==> config.mk <==
export PLATFORM = sky130hd
export DESIGN_NAME = deser400_phase_selector
export DESIGN_NICKNAME = d
export VERILOG_FILES = /design/src/rtl/deser400_pkg.sv /design/src/rtl/deser400_bit_packer.sv /design/src/rtl/deser400_phase_selector.sv
export SDC_FILE = /design/constraint.sdc
export NUM_CORES = 1
export LEC_CHECK = 0
export BUFFER_PORTS_ARGS = -buffer_cell sky130_fd_sc_hd__buf_2
export CAP_MARGIN = 20
export CELL_PAD_IN_SITES_DETAIL_PLACEMENT = 1
export CELL_PAD_IN_SITES_GLOBAL_PLACEMENT = 1
export CORE_UTILIZATION = 51
export DETAILED_ROUTE_END_ITERATION = 7
export PLACE_DENSITY = 0.92
export SLEW_MARGIN = 20
export SYNTH_ARGS = -nofsm -noshare
export SYNTH_HDL_FRONTEND = slang
export SYNTH_HIERARCHICAL = 1
export SYNTH_SLANG_ARGS = --single-unit
==> constraint.sdc <==
create_clock -name clk -period 4.6 [get_ports clk]
set_clock_uncertainty 0.2 [all_clocks]
set_input_delay 0 -clock clk [delete_from_list [all_inputs] [get_ports clk]]
set_output_delay 0 -clock clk [all_outputs]
set_load 0.05 [all_outputs]
==> src/rtl/deser400_pkg.sv <==
// Shared definitions for the deser400 channel: phase-filter reset value, default widths
// and the slip classification used when the 4-bit sampling phase wraps.
package deser400_pkg;

    localparam logic [3:0] PH_RESET     = 4'b1000;
    localparam int         WORD_DEF     = 5;
    localparam int         SLIP_GAP_DEF = 16;

    typedef enum logic [1:0] {
        SLIP_NONE,
        SLIP_UP,
        SLIP_DOWN
    } slip_t;

    // Only a direct hop between the outermost quadrants is a wrap; larger jumps are ignored.
    function automatic slip_t slip_classify(input logic [1:0] quad_prev, input logic [1:0] quad_cur);
        if (quad_prev == 2'b11 && quad_cur == 2'b00)
            return SLIP_UP;
        if (quad_prev == 2'b00 && quad_cur == 2'b11)
            return SLIP_DOWN;
        return SLIP_NONE;
    endfunction

endpackage

==> src/rtl/deser400_bit_packer.sv <==
// Accumulates 0, 1 or 2 recovered bits per cycle into WORD-bit symbols (first bit in MSB),
// with an optional one-bit discard to move the symbol boundary.
module deser400_bit_packer
    import deser400_pkg::*;
#(
    parameter int WORD = WORD_DEF
) (
    input  logic            clk,
    input  logic            reset,
    input  logic            ena,
    input  logic [1:0]      in_bits,
    input  logic [1:0]      in_cnt,
    input  logic            align,
    output logic [WORD-1:0] dout,
    output logic            dout_valid
);

    localparam int CNT_W = $clog2(WORD + 2);

    logic [WORD:0]      acc;
    logic [CNT_W-1:0]   cnt;
    logic               pend;

    logic               drop;
    logic [1:0]         keep_n;
    logic [WORD:0]      acc_nx;
    logic [CNT_W-1:0]   cnt_nx;
    logic               full;

    // in_bits[1] is the earlier bit when two arrive; a single bit always sits in in_bits[0],
    // so dropping the first of two leaves exactly the single-bit case.
    always_comb begin
        drop   = (pend | align) && (in_cnt != 2'd0);
        keep_n = in_cnt - {1'b0, drop};
        acc_nx = acc;
        case (keep_n)
            2'd1:    acc_nx = {acc[WORD-1:0], in_bits[0]};
            2'd2:    acc_nx = {acc[WORD-2:0], in_bits};
            default: acc_nx = acc;
        endcase
        cnt_nx = cnt + CNT_W'(keep_n);
        full   = (cnt_nx >= CNT_W'(WORD));
    end

    always_ff @(posedge clk or posedge reset) begin
        if (reset) begin
            acc        <= '0;
            cnt        <= '0;
            pend       <= 1'b0;
            dout       <= '0;
            dout_valid <= 1'b0;
        end else if (!ena) begin
            dout_valid <= 1'b0;
        end else begin
            acc        <= acc_nx;
            pend       <= (pend | align) && (in_cnt == 2'd0);
            dout_valid <= full;
            if (full) begin
                dout <= (cnt_nx == CNT_W'(WORD + 1)) ? acc_nx[WORD:1] : acc_nx[WORD-1:0];
                cnt  <= cnt_nx - CNT_W'(WORD);
            end else begin
                cnt  <= cnt_nx;
            end
        end
    end

endmodule

==> src/rtl/deser400_phase_selector.sv <==
// Recovers the serial bit stream from 8x-oversampled periods using the filtered 4-bit phase,
// slipping one bit on phase wrap, and packs the bits into WORD-bit symbols.
module deser400_phase_selector
    import deser400_pkg::*;
#(
    parameter int WORD     = WORD_DEF,
    parameter int SLIP_GAP = SLIP_GAP_DEF
) (
    input  logic            clk,
    input  logic            reset,
    input  logic            ena,
    input  logic [7:0]      sample,
    input  logic [3:0]      phase,
    input  logic            word_align,
    output logic [WORD-1:0] dout,
    output logic            dout_valid,
    output logic            slip_up,
    output logic            slip_down,
    output logic            slip_err
);

    localparam int GAP_W = $clog2(SLIP_GAP + 1);

    logic [7:0]       sample_d1, sample_d2;
    logic [3:0]       ph_q, phase_prev;
    logic             vld_p0, vld_p1;
    logic [15:0]      win;
    slip_t            slip_code;
    logic [1:0]       bits_c, nbits_c;
    logic [1:0]       bits_p2, nbits_p2;
    logic [GAP_W-1:0] gap_cnt;

    // Stage 1: window registers; vld_p1 marks both window halves as holding real samples
    always_ff @(posedge clk or posedge reset) begin
        if (reset) begin
            sample_d1  <= '0;
            sample_d2  <= '0;
            ph_q       <= PH_RESET;
            phase_prev <= PH_RESET;
            vld_p0     <= 1'b0;
            vld_p1     <= 1'b0;
        end else if (ena) begin
            sample_d1  <= sample;
            sample_d2  <= sample_d1;
            ph_q       <= phase;
            phase_prev <= ph_q;
            vld_p0     <= 1'b1;
            vld_p1     <= vld_p0;
        end
    end

    assign win = {sample_d1, sample_d2};

    // Stage 2: wrap detect and 16:1 bit select
    always_comb begin
        slip_code = SLIP_NONE;
        bits_c    = 2'b00;
        nbits_c   = 2'd0;
        if (vld_p1) begin
            slip_code = slip_classify(phase_prev[3:2], ph_q[3:2]);
            case (slip_code)
                SLIP_UP:   nbits_c = 2'd0;
                SLIP_DOWN: begin
                    bits_c  = {win[{1'b0, ph_q[2:0]}], win[ph_q]};
                    nbits_c = 2'd2;
                end
                default: begin
                    bits_c  = {1'b0, win[ph_q]};
                    nbits_c = 2'd1;
                end
            endcase
        end
    end

    always_ff @(posedge clk or posedge reset) begin
        if (reset) begin
            bits_p2   <= '0;
            nbits_p2  <= '0;
            slip_up   <= 1'b0;
            slip_down <= 1'b0;
            slip_err  <= 1'b0;
            gap_cnt   <= GAP_W'(SLIP_GAP);
        end else if (!ena) begin
            slip_up   <= 1'b0;
            slip_down <= 1'b0;
        end else begin
            bits_p2   <= bits_c;
            nbits_p2  <= nbits_c;
            slip_up   <= (slip_code == SLIP_UP);
            slip_down <= (slip_code == SLIP_DOWN);
            if (slip_code != SLIP_NONE) begin
                gap_cnt <= '0;
                if (gap_cnt < GAP_W'(SLIP_GAP))
                    slip_err <= 1'b1;
            end else if (gap_cnt < GAP_W'(SLIP_GAP)) begin
                gap_cnt <= gap_cnt + GAP_W'(1);
            end
        end
    end

    // Stage 3: symbol packing
    deser400_bit_packer #(
        .WORD (WORD)
    ) u_packer (
        .clk        (clk),
        .reset      (reset),
        .ena        (ena),
        .in_bits    (bits_p2),
        .in_cnt     (nbits_p2),
        .align      (word_align),
        .dout       (dout),
        .dout_valid (dout_valid)
    );

endmodule

# Word level (Yosys, flattened, before mapping)
# Index checks and enable logic that the tools add are counted.
[op_classes] n_addsub=4 n_lt_le_gt_ge=4 n_eq_ne=9 muxes=27 n_bitwise=1 reduce_logical=13
[op_table] cell="$mux 2" count=8
[op_table] cell="$mux 5" count=3
[op_table] cell="$pmux 6 s2" count=1
[op_table] cell="$eq 2x2->1 const B" count=5
[op_table] cell="$mux 1" count=10
[op_table] cell="$pmux 2 s2" count=2
[op_table] cell="$eq 2x1->1 const B" count=3
[op_table] cell="$logic_not 2->1" count=3
[op_table] cell="$reduce_bool 2->1" count=3
[op_table] cell="$add 5x1->5 const B" count=1
[op_table] cell="$lt 3x5->1 const B" count=1
[op_table] cell="$lt 4x5->1 const B" count=1
[op_table] cell="$lt 5x5->1 const B" count=1
[op_table] cell="$bmux 1 s4" count=1
[op_table] cell="$logic_and 1x1->1" count=4
[op_table] cell="$reduce_and 2->1" count=2
[op_table] cell="$add 3x2->3" count=1
[op_table] cell="$bmux 1 s3" count=1
[op_table] cell="$eq 3x3->1 const B" count=1
[op_table] cell="$ge 3x3->1 const B" count=1
[op_table] cell="$mux 3" count=1
[op_table] cell="$reduce_and 3->1" count=1
[op_table] cell="$sub 3x3->3 const B" count=1
[op_table] cell="$sub 2x1->2" count=1
[op_table] cell="$or 1x1->1" count=1
[word_totals] reg_bits=54 in_bits=16 output_inout_bits=9 word_cells=75

# Depth between registers and ports, before layout
# Gate-level depths: netlist of run 1.
[depth] ltp_word=13 ltp_mapped=11 mapped_depth_nobuf=11

# By module
# The synthesis of run 1 kept the hierarchy.
[modules_own_cells] mod="deser400_phase_selector" instances=1 cells_per_inst=104 area_per_inst_um2=1559.0 seq_area_each_um2=904.6
[modules_own_cells] mod="deser400_bit_packer" instances=1 cells_per_inst=99 area_per_inst_um2=985.9 seq_area_each_um2=400.4

# Worst setup path after synthesis of run 1
# OpenSTA, ideal clock, no wires.
[synth_path] path_kind="register to register" from="register nbits_p2[1]" to="register u_packer.dout[0]" arrival_time_ps=2518 required_ps=4275 slack_ps=1757 stages_incl_launch_ff=12 synth_period_minus_slack_ps=2843 path_cell_list="dfrtp_1 -> o22a_1 -> ha_1 -> inv_1 -> ha_1 -> inv_1 -> fa_1 -> ha_1 -> nor2b_1 -> nor2_2 -> nand2_2 -> mux2_2"
[synth_via] elab_chain_len=6 elab_cells_between_ends=11 cone_classes="add/sub: 2; order compare: 1; eq/ne: 3; mux: 2; reduce/logical: 3"
[synth_lines] item="from (decl)" line_no="deser400_phase_selector.sv:30" source="logic [1:0] bits_p2, nbits_p2;"
[synth_lines] item="from (signal assigned)" line_no="deser400_phase_selector.sv:88" source="nbits_p2 <= nbits_c;"
[synth_lines] item="$reduce_bool 2->1" line_no="deser400_bit_packer.sv:33" source="drop = (pend | align) && (in_cnt != 2'd0);"
[synth_lines] item="$logic_and 1x1->1" line_no="deser400_bit_packer.sv:33"
[synth_lines] item="$sub 2x1->2 *" line_no="deser400_bit_packer.sv:34" source="keep_n = in_cnt - {1'b0, drop};"
[synth_lines] item="$add 3x2->3, or another cell as far along" line_no="deser400_bit_packer.sv:41" source="cnt_nx = cnt + CNT_W'(keep_n);"
[synth_lines] item="$ge 3x3->1, or another cell as far along" line_no="deser400_bit_packer.sv:42" source="full = (cnt_nx >= CNT_W'(WORD));"
[synth_lines] item="$reduce_and 2->1 (no source line) / $mux 5 (equally long branches)"
[synth_lines] item="to (signal assigned)" line_no="deser400_bit_packer.sv:59" source="dout <= (cnt_nx == CNT_W'(WORD + 1)) ? acc_nx[WORD:1] : acc_nx[WORD-1:0];"
[synth_lines] item="to (decl)" line_no="deser400_bit_packer.sv:14" source="output logic [WORD-1:0] dout,"
# Mark *: on every way between the ends. The rest lies on a longest branch, timed or not.
# A chain may end at the register's enable or synchronous reset.

# Worst setup path after layout of run 1
# Same ends and word-level chain as after synthesis.

==> impl_metrics.py, run 1 <==
metrics = {
    "timing": {
        "drv_slew": 0,
        "fmax_mhz": 324,
        "min_period_over_period_pct": 67.1,
        "period_needed_ps": 3090,
        "slew_headroom_pct": 42.2,
        "setup-violations-final": 0,
        "rsz0062_at_grt": "false",
        "tns_ps": 0,
        "hold_viol_final": 0,
        "worstMarginPinSlew_ps": 868,
    },
    "clock_network": {
        "htreeDepth": 2,
        "cts_tree": "built",
        "cts_setup_buffers": 0,
        "root_buffer": "clkbuf_8",
        "clk_pin_slew_ps": 90,
        "cts_buffers": 5,
        "clock_latency_ps": 310,
        "clockBufferDepth": 2,
        "clock-sinks": 52,
    },
    "global_routing": {
        "grt_overflow": 0,
        "grt_util_all_layers_pct": 25.9,
        "grt_max_degree": 43,
        "grt_pass1_wl_um": 9910,
        "first_global_vias": 1903,
        "antenna_found_initial": 0,
    },
    "synth": {
        "synthFlopType": "dfrtp_1",
        "synth_commonest_cells": "dfrtp_1 (49), mux2_2 (28), inv_1 (17)",
        "synth_nets": 228,
        "synth_edf_count": 0,
        "avgSynthCellArea_um2": 12.5,
        "synth_area_mm2": 0.00254,
        "synth_top_area_cell": "dfrtp_1",
        "synthCells": 203,
        "yosysSeqAreaShare_pct": 51.3,
        "ys_ff_latch": 52,
        "synth_top_area_share_pct": 48.2,
        "yosys_warnings": 6,
        "yosysUniqueCellTypes": 37,
        "async_flop_share_pct": 100,
        "synth.most_common_cell": "dfrtp_1",
        "netlist_top_cells_area": "dfrtp_1 (48%), mux2_2 (12%), mux4_1 (4.1%)",
    },
    "power_and_ir_drop": {
        "pwr_density_cell_mw_per_mm2": 553,
        "peakVddDrop_mv": 0.297,
        "leakagePower_uw": 0.00142,
        "power_uw": 1640,
    },
    "routing": {
        "ant_nets": 0,
        "drc": 0,
        "vias_per_cell": 5.50,
        "first_pass_iters": 4,
        "drtIter0Drc": 55,
        "vias": 1721,
        "wl_per_cell_um": 19.1,
        "totalWireLength_um": 5990,
    },
    "finish": {
        "final_core_util_pct": 62.3,
        "n_antenna_cell": 0,
        "area_growth_pct": 16.4,
        "final_nets": 270,
        "drive_above_1_share_pct": 28.5,
        "fillCellCount": 491,
    },
    "floorplan": {
        "coreArea_mm2": 0.00475,
        "num_io_pins": 25,
        "die_y_um": 72.6,
        "dieArea_mm2": 0.00528,
        "die_w_um": 72.6,
        "start_util_pct": 53.5,
        "rows": 25,
    },
    "placed_design": {
        "hpwlAfterDp_um": 3740,
        "portBuffers": 24,
        "gp_congestion": 0.771,
    },
    "min_path": {
        "holdPathStages": 3,
        "hold_start": "ena",
        "hold_end": "u_packer/cnt[2]$_DFFE_PP0P_",
        "min_path_type": "in2reg",
    },
    "worst_setup_path": {
        "crit_path_top_delay_cell": "fa_1",
        "critPathRequiredTime_ps": 4600,
        "rr_worst_depth": 11,
        "r2r_slack_ps": 1510,
        "reg2reg_to": "u_packer/dout[0]$_DFFE_PP0P_",
        "path_delay_family": "adder cells",
        "crit_type": "reg2reg",
        "cp_cell_sequence": "o22a_1 > ha_1 > inv_1 > ha_1 > inv_1 > fa_1 > ha_1 > nor2b_1 > nor2_2 > nand2_2 > mux2_2",
        "start_kind": "register",
        "crit_path_end_kind": "register",
        "path_common_cell": "ha_1",
        "max_stage_delay_ps": 500,
        "r2r_start": "nbits_p2[1]$_DFFE_PP0P_",
        "crit_fanout": 6,
        "cp.buffers_inverters": 2,
        "cp.arrival_ps": 3090,
    },
    "run_status": {
        "status": "completed",
    },
    "flow_run": {
        "maxCapViolCount": 0,
    },
}
-- flip-flops by register name, summed over array words and instances (netlist names) --
signal               cells
nbits_p2                 2
slip_up                  1
vld_p0                   1
slip_down                1
sample_d1                8
u_packer/acc             6
phase_prev               2
u_packer/pend            1
vld_p1                   1
u_packer/dout_valid      1
u_packer/cnt             3
sample_d2                8
u_packer/dout            5
slip_err                 1
ph_q                     4
gap_cnt                  5
bits_p2                  2
-- power breakdown --
| part | internal [µW] | total, µW | switching (µW) | leakage [µW] |
|---|---|---|---|---|
| registers | 568 | 655 | 86.9 | 0.000628 |
| logic | 303 | 722 | 419 | 0.000750 |
| clock network | 107 | 260 | 153 | 0.0000422 |
-- layout by cell type, fill, tap and decap left out, types with 4 or more instances in the layout --
cell type      synthesis  routed
a21o_1                 7       7
a21oi_1                8       8
a22oi_1                5       5
buf_2                  1      24
clkbuf_8               0       5
dfrtp_1               49      49
dlygate4sd3_1          0      14
ha_1                   8       8
inv_1                 17      17
mux2_2                28      28
mux2i_1                9       9
mux4_1                 4       4
nand2_1               11      11
nor2_1                 7       7
nor2b_1                6       6
o21ai_0                7       7
-- worst register-to-register path: stages (launching register included) --
cell     delay, ps
dfrtp_1        440
o22a_1         200
ha_1           300
inv_1           90
ha_1           150
inv_1           50
fa_1           500
ha_1           240
nor2b_1        210
nor2_2          90
nand2_2        140
mux2_2         360
-- layer usage --
layer	global-route usage, %	up-vias	wire (µm)
met5	0	-	0
met4	8.06	0	56
met3	4.28	6	121
met2	47.1	19	3420
met1	31.3	893	2390
li1	-	803	-
-- area by class of cell --
cell class              instances  area, µm²  area share (%)
inverters                      17       63.8            2.15
flip-flops and latches         52       1310            44.1
repair buffers                 39        268            9.04
well taps                      67       83.8            2.83
clock inverters                 1       5.00           0.169
clock buffers                   7       76.3            2.58
multi-input cells             130       1160            39.2
-- kinds of logic (layout without fill, tap and decap cells) --
family          Yosys count  count (layout)  synth area share, %
fa+ha+maj                 9               9                 4.72
mux                      42              42                 20.9
simple gates             37              37                 8.60
flops                    52              52                 51.3
xor+xnor                  5               5                 1.72
buf+inv                  21              64                 3.15
compound gates           37              37                 9.59
-- what timing repair did --
action                                 CTS  global route
endpoints found under the hold margin   65             0
hold buffers                            14             0
resized for setup                        0             0
-- per-stage QoR --
step / worst slack (ps) / hold WS, ps / std cells / instance area, µm²
after floorplan: 1760 / -286 / 203 / 2540
after global placement: 1680 / -85.8 / 291 / 2740
after detailed placement: 1500 / -73.1 / 291 / 2740
after CTS: 1490 / 118 / 313 / 2960
after global routing: 1340 / 176 / 313 / 2960
final: 1510 / 124 / 313 / 2960
-- worst max path at each step --
stage	start	endpoint	slack, ps	cells after the start
after floorplan	nbits_p2[1]$_DFFE_PP0P_	u_packer/dout[0]$_DFFE_PP0P_	1760	11
after global placement	nbits_p2[1]$_DFFE_PP0P_	u_packer/dout[4]$_DFFE_PP0P_	1680	11
after detailed placement	nbits_p2[1]$_DFFE_PP0P_	u_packer/dout[0]$_DFFE_PP0P_	1500	11
after CTS	nbits_p2[1]$_DFFE_PP0P_	u_packer/dout[0]$_DFFE_PP0P_	1490	11
after global routing	nbits_p2[1]$_DFFE_PP0P_	u_packer/dout[4]$_DFFE_PP0P_	1340	11
final	nbits_p2[1]$_DFFE_PP0P_	u_packer/dout[0]$_DFFE_PP0P_	1510	11
Power figures use the tool's default switching activity.
==> inputs of run 2 (changes only) <==
--- a/config.mk
+++ b/config.mk
@@ -9,9 +9,9 @@
 export CAP_MARGIN = 20
 export CELL_PAD_IN_SITES_DETAIL_PLACEMENT = 1
 export CELL_PAD_IN_SITES_GLOBAL_PLACEMENT = 1
-export CORE_UTILIZATION = 51
+export CORE_UTILIZATION = 43
 export DETAILED_ROUTE_END_ITERATION = 7
-export PLACE_DENSITY = 0.92
+export PLACE_DENSITY = 0.83
 export SLEW_MARGIN = 20
 export SYNTH_ARGS = -nofsm -noshare
 export SYNTH_HDL_FRONTEND = slang
==> constraint.sdc (replaced) <==
create_clock -name clk -period 2.7 [get_ports clk]
set_clock_uncertainty 0.2 [all_clocks]
set_input_delay 0 -clock clk [delete_from_list [all_inputs] [get_ports clk]]
set_output_delay 0 -clock clk [all_outputs]
set_load 0.05 [all_outputs]
==> run 2 against run 1 <==
Effect of this change: the flow now finishes with violations (setup timing); via count increased by 1.7%; non-clock buffer count increased by 18; global-route usage decreased by 5.9 points; clock power increased by 76%; design area increased by 8.8%.
==> impl_metrics.py, run 2 (synthesis results as in run 1) <==
metrics = {
    "run_status": {
        "status": "finished, violations left",
        "violations": "setup timing",
    },
    "routing": {
        "wl_per_cell_um": 16.6,
        "ant_nets": 0,
        "drtIter0Drc": 43,
        "totalWireLength_um": 5570,
        "first_pass_iters": 4,
        "drc": 0,
        "vias_per_cell": 5.21,
        "vias": 1751,
    },
    "timing": {
        "hold_viol_final": 0,
        "setup-violations-final": 5,
        "min_period_over_period_pct": 103,
        "fmax_mhz": 360,
        "drv_slew": 0,
        "period_needed_ps": 2780,
        "fin_ws_ps": -81.5,
        "rsz0062_at_grt": "true",
        "slew_headroom_pct": 58.1,
        "worstMarginPinSlew_ps": 628,
    },
    "worst_setup_path": {
        "max_stage_delay_ps": 480,
        "crit_type": "reg2reg",
        "rr_worst_depth": 11,
        "path_common_cell": "ha_4",
        "start_kind": "register",
        "critPathRequiredTime_ps": 2700,
        "crit_path_top_delay_cell": "fa_2",
        "worst-path-stages": 11,
        "cp_cell_sequence": "o22a_1 > ha_4 > inv_4 > ha_4 > inv_4 > fa_2 > ha_4 > nor2b_4 > nor2_4 > nand2_4 > mux2_4",
        "cp.buffers_inverters": 2,
        "cp.arrival_ps": 2780,
        "crit_path_end_kind": "register",
        "path_delay_family": "adder cells",
        "crit_fanout": 6,
    },
    "floorplan": {
        "coreArea_mm2": 0.00561,
        "die_y_um": 78.9,
        "rows": 27,
        "dieArea_mm2": 0.00623,
        "num_io_pins": 25,
        "die_w_um": 78.9,
        "start_util_pct": 45.4,
    },
    "finish": {
        "final_nets": 288,
        "finalInstanceArea_mm2": 0.00322,
        "fillCellCount": 582,
        "area_growth_pct": 26.6,
        "largestRegisters": "sample_d1: 8 flops, sample_d2: 8 flops, u_packer/acc: 6 flops",
        "final_core_util_pct": 57.5,
        "layout.cells.most_common_list": "dfrtp_1 (49), buf_2 (24), mux2_2 (23)",
        "drive_above_1_share_pct": 38.3,
        "n_antenna_cell": 0,
        "layout_commonest_cell": "dfrtp_1",
    },
    "power_and_ir_drop": {
        "pwr_density_cell_mw_per_mm2": 1010,
        "leakagePower_uw": 0.00155,
        "power_uw": 3250,
        "peakVddDrop_mv": 0.646,
    },
    "global_routing": {
        "grt_util_all_layers_pct": 20.0,
        "first_global_vias": 1988,
        "antenna_found_initial": 0,
        "grt_overflow": 0,
        "grt_max_degree": 37,
        "grt_pass1_wl_um": 9550,
    },
    "placed_design": {
        "portBuffers": 24,
        "place_area_mm2": 0.00284,
        "hpwlAfterDp_um": 3690,
        "post-place-ws_ps": -220,
        "gp_congestion": 0.731,
    },
    "clock_network": {
        "root_buffer": "clkbuf_8",
        "clockBufferDepth": 2,
        "cts_tree": "built",
        "htreeDepth": 2,
        "cts_buffers": 5,
        "clk_pin_slew_ps": 90,
        "clock-sinks": 52,
        "clock_latency_ps": 300,
    },
    "min_path": {
        "min_path_type": "in2async",
    },
    "flow_run": {
        "maxCapViolCount": 0,
    },
}
run 2: cell count changes in the layout (fill, tap and decap cells not counted), sizes merged:
cell,delta
buf,+16
dlygate4sd3,+2
clkbuf,-1
clkinv,+1
run 2: cell type report:
| class | instances | area (µm²) | share of cell area (%) |
|---|---|---|---|
| clock buffers | 6 | 82.6 | 2.56 |
| multi-input cells | 130 | 1260 | 39.1 |
| well taps | 72 | 90.1 | 2.80 |
| flip-flops and latches | 52 | 1310 | 40.5 |
| clock inverters | 2 | 10.0 | 0.311 |
| inverters | 17 | 68.8 | 2.14 |
| repair buffers | 57 | 408 | 12.7 |
run 2: through the flow:
stage / hold slack [ps] / setup TNS, ps / std cells
floorplan: -286 / -347 / 203
global placement: -82.4 / -385 / 308
detailed placement: -77.7 / -1240 / 308
CTS: 140 / -588 / 335
global route: 175 / -929 / 336
finish: 121 / -380 / 336
run 2: final timing paths:
| kind | startpoint | endpoint | slack (ps) |
|---|---|---|---|
| max in group asynchronous | reset | u_packer/acc[2]$_DFFE_PP0P_ | 1770 |
| min in group clk | slip_err$_DFFE_PP0P_ | slip_err$_DFFE_PP0P_ | 260 |
| worst min register to register | slip_err$_DFFE_PP0P_ | slip_err$_DFFE_PP0P_ | 260 |
| worst max-delay path | u_packer/pend$_DFFE_PP0P_ | u_packer/dout[1]$_DFFE_PP0P_ | -80 |
| worst max register to register | u_packer/pend$_DFFE_PP0P_ | u_packer/dout[1]$_DFFE_PP0P_ | -80 |
| worst min-delay path | reset | u_packer/acc[4]$_DFFE_PP0P_ | 120 |
run 2: metal layers:
metal | GRT usage, % | up-vias | part of all wire (%)
met5 | 0 | - | 0
met2 | 37.0 | 21 | 54
met1 | 24.1 | 886 | 43
li1 | - | 837 | -
met3 | 3.22 | 7 | 1.9
met4 | 5.45 | 0 | 1.1
run 2: worst register-to-register path, stage by stage, from the launching register on:
cell and delay, ps:
dfrtp_1 390, o22a_1 230, ha_4 290, inv_4 40, ha_4 150, inv_4 50
fa_2 480, ha_4 200, nor2b_4 140, nor2_4 60, nand2_4 130, mux2_4 320
run 2: where the power goes:
group | total (µW) | leakage (µW) | internal (µW) | switching (µW)
combinational | 1690 | 0.000874 | 831 | 855
clock | 457 | 0.0000510 | 205 | 252
sequential | 1110 | 0.000628 | 968 | 141
run 2: timing repair:
action	CTS	global route
hold endpoints to repair	68	0
endpoints found under the setup margin	7	8
buffers inserted	3	1
hold buffers	16	0
resized for setup	18	6
pin swaps	6	8
